==> config.mk <==
export PLATFORM = sky130hd
export DESIGN_NAME = tetris_engine
export DESIGN_NICKNAME = d
export VERILOG_FILES = /design/src/rtl/tetris_engine.sv
export SDC_FILE = /design/constraint.sdc
export NUM_CORES = 1
export LEC_CHECK = 0
export ABC_AREA = 0
export BUFFER_PORTS_ARGS = -buffer_cell sky130_fd_sc_hd__buf_2
export CORE_AREA = 2 2 171 139
export DETAILED_ROUTE_END_ITERATION = 8
export DIE_AREA = 0 0 173 141
export GPL_TIMING_DRIVEN = 0
export PLACE_DENSITY_LB_ADDON = 0.3
export SLEW_MARGIN = 20
export SYNTH_ARGS = -nofsm -noshare
export SYNTH_HDL_FRONTEND = slang
export SYNTH_SLANG_ARGS = --single-unit
==> constraint.sdc <==
create_clock -name Clk -period 6.03 [get_ports Clk]
set_clock_uncertainty 0.05 [all_clocks]
set_input_delay 0.3015 -clock Clk [delete_from_list [all_inputs] [get_ports Clk]]
set_output_delay 0.3015 -clock Clk [all_outputs]
set_load 0.02 [all_outputs]
==> src/rtl/tetris_engine.sv <==
// Tetris-style playfield controller: 10x16 board, 2x2 falling piece, gravity timer.
// Define TETRIS_LINE_CLEAR_EN to remove full rows during GEN; otherwise full rows persist.
module tetris_engine #(
  parameter int DROP_TICKS = 16
) (
  input  logic         Clk,
  input  logic         Reset,
  input  logic         Start,
  input  logic         Ack,
  input  logic         Left,
  input  logic         Right,
  input  logic         Down,
  output logic         q_I,
  output logic         q_Gen,
  output logic         q_Rot,
  output logic         q_Col,
  output logic [159:0] blocks
);

  localparam int CNT_W = $clog2(DROP_TICKS);

  // The state register is itself one-hot, so the state outputs are registered bits.
  typedef enum logic [3:0] {
    S_I   = 4'b0001,
    S_GEN = 4'b0010,
    S_ROT = 4'b0100,
    S_COL = 4'b1000
  } state_t;

  state_t             state;
  logic [15:0][9:0]   board;     // board[r][c] is blocks bit r*10+c
  logic [15:0][9:0]   piece;
  logic [15:0][9:0]   cleared;
  logic [3:0]         pr, pc;
  logic [CNT_W-1:0]   cnt;

  logic [3:0] pr_dn, pr_dn2, pc_l, pc_p1, pc_r2;
  logic       can_fall, can_left, can_right, spawn_hit, drop_step, clear_now;

  assign pr_dn  = pr + 4'd1;
  assign pr_dn2 = pr + 4'd2;
  assign pc_l   = pc - 4'd1;
  assign pc_p1  = pc + 4'd1;
  assign pc_r2  = pc + 4'd2;

  // NOTE: every always_comb output gets a default first, so no path can infer a latch.
  always_comb begin
    piece            = '0;
    piece[pr][pc]    = 1'b1;
    piece[pr][pc_p1] = 1'b1;
    piece[pr_dn][pc]    = 1'b1;
    piece[pr_dn][pc_p1] = 1'b1;
  end

  // Edge checks short-circuit before any out-of-range row/column is consulted.
  assign can_fall  = (pr < 4'd14) && !board[pr_dn2][pc] && !board[pr_dn2][pc_p1];
  assign can_left  = (pc != 4'd0) && !board[pr][pc_l]  && !board[pr_dn][pc_l];
  assign can_right = (pc < 4'd8)  && !board[pr][pc_r2] && !board[pr_dn][pc_r2];
  assign spawn_hit = board[0][4] | board[0][5] | board[1][4] | board[1][5];
  assign drop_step = Down || (cnt == CNT_W'(DROP_TICKS - 1));

`ifdef TETRIS_LINE_CLEAR_EN
  logic [15:0]      row_full;
  logic [3:0]       clr_row;
  logic [15:0][9:0] shifted;

  assign shifted = {board[14:0], 10'b0};

  // Lowest full row is the one with the largest index; rows at or above it drop by one.
  always_comb begin
    clr_row  = 4'd0;
    row_full = '0;
    cleared  = board;
    for (int r = 0; r < 16; r++) begin
      row_full[r] = &board[r];
      if (row_full[r]) clr_row = 4'(r);
    end
    for (int r = 0; r < 16; r++) begin
      if (4'(r) <= clr_row) cleared[r] = shifted[r];
    end
  end

  assign clear_now = |row_full;
`else
  assign clear_now = 1'b0;
  assign cleared   = board;
`endif

  // NOTE: sequential state uses non-blocking assignments so every register sees pre-edge values.
  always_ff @(posedge Clk) begin
    if (!Reset) begin
      // NOTE: the board storage is reset because every game must start from an empty field.
      state <= S_I;
      board <= '0;
      pr    <= '0;
      pc    <= '0;
      cnt   <= '0;
    end else begin
      case (state)
        S_I: begin
          if (Start) state <= S_GEN;
        end
        S_GEN: begin
          if (clear_now) begin
            board <= cleared;
          end else begin
            pr    <= 4'd0;
            pc    <= 4'd4;
            cnt   <= '0;
            state <= spawn_hit ? S_COL : S_ROT;
          end
        end
        S_ROT: begin
          if (drop_step) begin
            cnt <= '0;
            if (can_fall) begin
              pr <= pr_dn;
            end else begin
              board <= board | piece;
              state <= S_GEN;
            end
          end else begin
            cnt <= cnt + CNT_W'(1);
            if (Left) begin
              if (can_left) pc <= pc_l;
            end else if (Right) begin
              if (can_right) pc <= pc_p1;
            end
          end
        end
        S_COL: begin
          if (Ack) begin
            board <= '0;
            state <= S_I;
          end
        end
        default: state <= S_I;
      endcase
    end
  end

  assign q_I   = state[0];
  assign q_Gen = state[1];
  assign q_Rot = state[2];
  assign q_Col = state[3];

  assign blocks = board | (q_Rot ? piece : '0);

endmodule

### Yosys cells after proc, flatten, opt, wreduce, memory -nomap -nowiden

Cells that the tools add are included.

* output and inout bits: 164
* bits of input ports: 7
* register bits: 176

* order comparisons: 13
* mux-type cells: 52
* bitwise gates (word level): 8
* $add $sub $neg: 6
* equality and inequality tests: 14
* reduce and logical (&&, ||, !) cells: 24

Operators with widths (number)
* $or A160 B160 Y160: 5
* $mux W160: 4
* $pmux W160 S2: 1
* $demux W10 S4: 4
* $bmux W10 S4: 3
* $mux W10: 7
* $mux W4: 13
* $lt A4 B5 Y1 const B: 7
* $bmux W1 S4: 6
* $pmux W4 S2: 3
* $ge A4 B1 Y1 const B: 4
* $pmux W4 S4: 1
* $add A4 B1 Y4 const B: 3
* $ne A2 B2 Y1 const B: 6
* $logic_and A1 B1 Y1: 10
* $ne A3 B3 Y1 const B: 3
* $add A4 B2 Y4 const B: 2
* $demux W1 S4: 2
* $eq A4 B4 Y1 const B: 2
* $lt A4 B4 Y1 const B: 2
* $mux W1: 8
* $reduce_and A4 Y1: 2
* $logic_not A1 Y1: 6
* $reduce_and A5 Y1: 1
* other kinds (9): 12

### Depth between registers and ports, before layout

* depth after elaboration: 14
* gate-level depth with buffers: 16

### Worst setup path after synthesis

OpenSTA, ideal clock, no wires.

* path kind: register -> register
* from: register pr[1]
* to: register pc[2]
* stages on the path, launching flop included: 15
* library setup time: 88 ps
* period minus slack after synthesis: 3729 ps
* path slack: 2301 ps
* arrival time: 3591 ps
* data required time: 5892 ps
* cells stage by stage: dfxtp_1 > buf_6 > buf_6 > inv_2 > ha_1 > clkbuf_1 > clkbuf_1 > mux4_2 > a22o_1 > nor4_1 > a211oi_1 > a311oi_2 > o211a_1 > nor4_1 > a311oi_2

* word-level cells in the longest chain between the ends: 9
* elaborated cells on any way between the ends: 24
* classes of those cells: add/sub: 1; eq/ne: 2; mux: 12; reduce/logical: 9

RTL lines
* start: declaration: line 34 `logic [3:0] pr, pc;`
* start signal: assignment: line 117 `pr <= pr_dn;`
* $add A4 B1 Y4 / $bmux W10 S4 (equally long branches): line 40, 57, 58
* $bmux W10 S4 / $mux W10 (equally long branches): line 57, 58
* $mux W10 (not written as such), or another cell as far along: line 57, 58
* $bmux W1 S4, or another cell as far along: line 57 `assign can_left = (pc != 4'd0) && !board[pr][pc_l] && !board[pr_dn][pc_l];`
* $mux W1 (not written as such), or another cell as far along: line 57
* $logic_not A1 Y1, or another cell as far along: line 57
* $logic_and A1 B1 Y1, on equally long branches: line 57, 58
* $ne A3 B3 Y1 (no line)
* $reduce_and A5 Y1 (no line) (*)
* end signal: assignment: line 125 `if (can_left) pc <= pc_l;`
* end signal: assignment: line 127 `if (can_right) pc <= pc_p1;`
* end: declaration: line 34

Mark *: on every way between the ends. The rest lies on a longest branch, timed or not. The select of a mux whose other input is x is not followed.
A chain may end at the register's enable or synchronous reset.

### Worst setup path in the final report

* from: register pr[0]
* to: register pc[2]

Same word-level chain as after synthesis.

==> flow_summary_export.csv <==
group,metric,value,unit
status,outcome,"completed",
synthesis,synth_edf_count,0,
grt,grt.total_usage,43.69,%
route,maxUsedRoutingLayer,"met4",
critical_path,cp_slowest_stage_delay,0.88,ns
power,power.leakage,5.804,nW
clock_network,clk_path_buf_depth,2,
timing,tns,0,ns
clock_network,cts-root-buf,"clkbuf_16",
critical_path,crit_chain,"buf_6 -> buf_12 -> clkinv_1 -> ha_1 -> clkbuf_1 -> clkbuf_1 -> mux4_1 -> a22oi_1 -> and4_1 -> nand2_1 -> a311oi_2 -> o211a_1 -> nor4_1 -> a311oi_2",
critical_path,crit_family,"buffers and inverters",
hold_path,worstHoldEndpoint,"state[0]",
route,num_vias,12590,
floorplan,io_pins,171,
clock_network,insertion_delay,0.45,ns
grt,grt_antenna_before_repair,0,
timing,worstMarginPinSlew,1.255,ns
floorplan,start_util,53.85,%
critical_path,crit_slowest_cell,"clkbuf_1",
placed_design,dp_hpwl,39.88,mm
critical_path,r2r_slack,0.17,ns
route,wl_met1,21.16,mm
power,ir_drop,0.1868,mV
layout,num-fill-cells,1914,
clock_network,hold_buffers,0,
placed_design,dp_slack,0.6093,ns
layout,antennaDiodeCount,0,
floorplan,core_area,22900,sq um
clock_network,htreeDepth,4,
timing,slew_viol_final,0,
critical_path,cp.arrival,6.17,ns
synthesis,async_reset_ff_share,0,%
route,drcViolationCount,0,
critical_path,crit_buf_inv,5,
timing,fin_crit_sh,97.21,%
run,drv_cap,0,
hold_path,hold_class,"in -> reg",
synthesis,synth_top_flop_cell,"dfxtp_1",
floorplan,die_area,24390,sq um
critical_path,r2r_start,"pr[0]",
synthesis,seq_area_frac_synth,28.57,%
grt,grt_pass1_wl,78.09,mm
route,drtAntennaViolNets,0,
timing,setup_violations,0,
route,finalWirelength,54.06,mm
route,first_iter_violations,2422,
synthesis,ys_warn_count,0,
timing,slew_headroom,16.35,%
critical_path,critical_path_class,"reg -> reg",
clock_network,cts-buffers-inserted,17,
grt,gr-total-overflow,0,
timing,setup_ws,0.1680,ns
critical_path,worstSetupStartpointType,"flop",
route,routedWlPerCell,32.41,um
power,powerDensity,168.8,nW/um^2
placed_design,gp_congestion,1.045,
critical_path,r2r-end,"pc[2]",
placed_design,numPortBuffers,169,
power,finalPower,2.422,mW
route,wl_met2,21.32,mm
floorplan,die-width,173,um
timing,hold_viol,0,
synthesis,syn-num-nets,1165,
hold_path,hold_depth,2,
floorplan,die-height,141,um
synthesis,synthCells,1142,
synthesis,ys_ff_latch,176,
route,first_pass_iters,9,
critical_path,required,6.34,ns
critical_path,critical_path.endpoint_type,"flop",
clock_network,clk_pin_slew,0.08,ns
critical_path,crit_fanout,10,
timing,holdWs,0.07118,ns
synthesis,syn_area,12330,sq um
timing,clock.fmax,170.6,MHz
grt,grt_max_degree,19,
clock_network,cts_resized,0,
clock_network,cts_setup_buffers,0,
timing,rsz0062_at_grt,"no",
critical_path,ff2ff_path_depth,14,
clock_network,cts.sinks,176,
synthesis,synth_cell_types,76,
route,via_per_inst,7.550,
route,wl_met3,9.312,mm
grt,grt_pass1_vias,11420,
hold_path,worstHoldStart,"Reset",
synthesis,syn_area_per_cell,10.80,sq um
clock_network,cts_tree,"yes",
timing,post-route-min-period,5.862,ns
layout,synthToLayoutAreaGrowth,16.36,%
layout,drive_above_1_share,27.95,%
floorplan,fp-row-count,50,
layout,layout.nets,1366,
per-layer routing:
metal	global-route usage, %	vias to the layer above
met2	59.26	1276
li1	-	5011
met5	0	-
met1	62.45	6116
met3	17.99	191
met4	15.17	0
registers in the layout, summed over array words and instances, names as in the netlist:
signal,flops
pr,4
pc,4
cnt,4
board,160
state,4
stage by stage:
| step | utilization (%) | instance area, sq um | std cells |
|---|---|---|---|
| after floorplan | - | 12330 | 1142 |
| after global placement | 59.25 | 13570 | 1623 |
| after detailed placement | 59.93 | 13720 | 1634 |
| after CTS | 62.60 | 14330 | 1666 |
| after global routing | 62.66 | 14350 | 1668 |
| final | 62.66 | 14350 | 1668 |
report_power, final:
group          internal (mW)  switching, mW  total (mW)
Clock                  0.605          0.580        1.19
Combinational         0.0145         0.0582      0.0727
Sequential              1.16        0.00172        1.16
cell usage after synthesis, drive strengths merged, types with 18 or more instances:
| master | number | share of area [%] |
|---|---|---|
| mux4 | 123 | 24 |
| clkbuf | 57 | 1.7 |
| dfxtp | 176 | 29 |
| o21bai | 144 | 8.8 |
| a22o | 150 | 11 |
| a21oi | 47 | 2.0 |
| buf | 56 | 3.7 |
| nor2 | 78 | 2.4 |
| nand2 | 49 | 1.5 |
| a22oi | 36 | 2.2 |
| mux2i | 18 | 1.5 |
cells in the final DEF, fill, tap and decap left out, types with 8 or more instances in the layout:
| cell | Yosys | layout |
|---|---|---|
| buf_2 | 21 | 190 |
| dfxtp_1 | 176 | 176 |
| a22o_1 | 150 | 150 |
| o21bai_1 | 144 | 144 |
| mux4_2 | 84 | 84 |
| nor2_1 | 77 | 77 |
| clkbuf_1 | 57 | 58 |
| nand2_1 | 49 | 49 |
| a21oi_1 | 45 | 45 |
| mux4_1 | 39 | 39 |
| a22oi_1 | 36 | 29 |
| mux2i_1 | 18 | 18 |
| buf_4 | 13 | 17 |
| clkbuf_16 | 0 | 17 |
| buf_6 | 9 | 16 |
| a21o_1 | 16 | 16 |
| ha_1 | 16 | 16 |
| nand3_1 | 14 | 14 |
| nor2b_1 | 12 | 12 |
| o21ai_0 | 9 | 9 |
| inv_1 | 8 | 8 |
| xnor2_1 | 8 | 8 |
cells by family (layout without fill, tap and decap cells):
family	count (synthesis)	count (layout)	share of synthesized area (%)
AND/OR/NAND/NOR	211	211	8.503
adder cells (fa/ha/maj)	16	16	1.624
multiplexers	148	148	25.75
buffers and inverters	123	337	5.693
AO/OA/AOI/OAI	455	455	28.93
XOR/XNOR	13	13	0.9234
flip-flops	176	176	28.57
layout make-up:
class | count | area [sq um] | area share [%]
plain buffers | 113 | 664.4 | 4.631
clock buffers | 19 | 442.9 | 3.087
clock inverters | 13 | 167.7 | 1.169
inverters | 10 | 37.54 | 0.2616
multi-input cells | 843 | 8152 | 56.82
flip-flops and latches | 176 | 3523 | 24.56
well taps | 312 | 390.4 | 2.721
repair buffers | 182 | 969.7 | 6.759
how the worst max path moves through the flow:
stage | start | end | slack, ns | depth (start not counted)
after global placement | pr[0] | pc[2] | 0.68 | 14
after global routing | pr[0] | pc[2] | 0.23 | 14
final | pr[0] | pc[2] | 0.17 | 14
after CTS | pr[0] | pc[2] | 0.56 | 14
after floorplan | pr[1] | pc[2] | 2.30 | 14
after detailed placement | pr[0] | pc[2] | 0.61 | 14
Power figures use the tool's default switching activity.
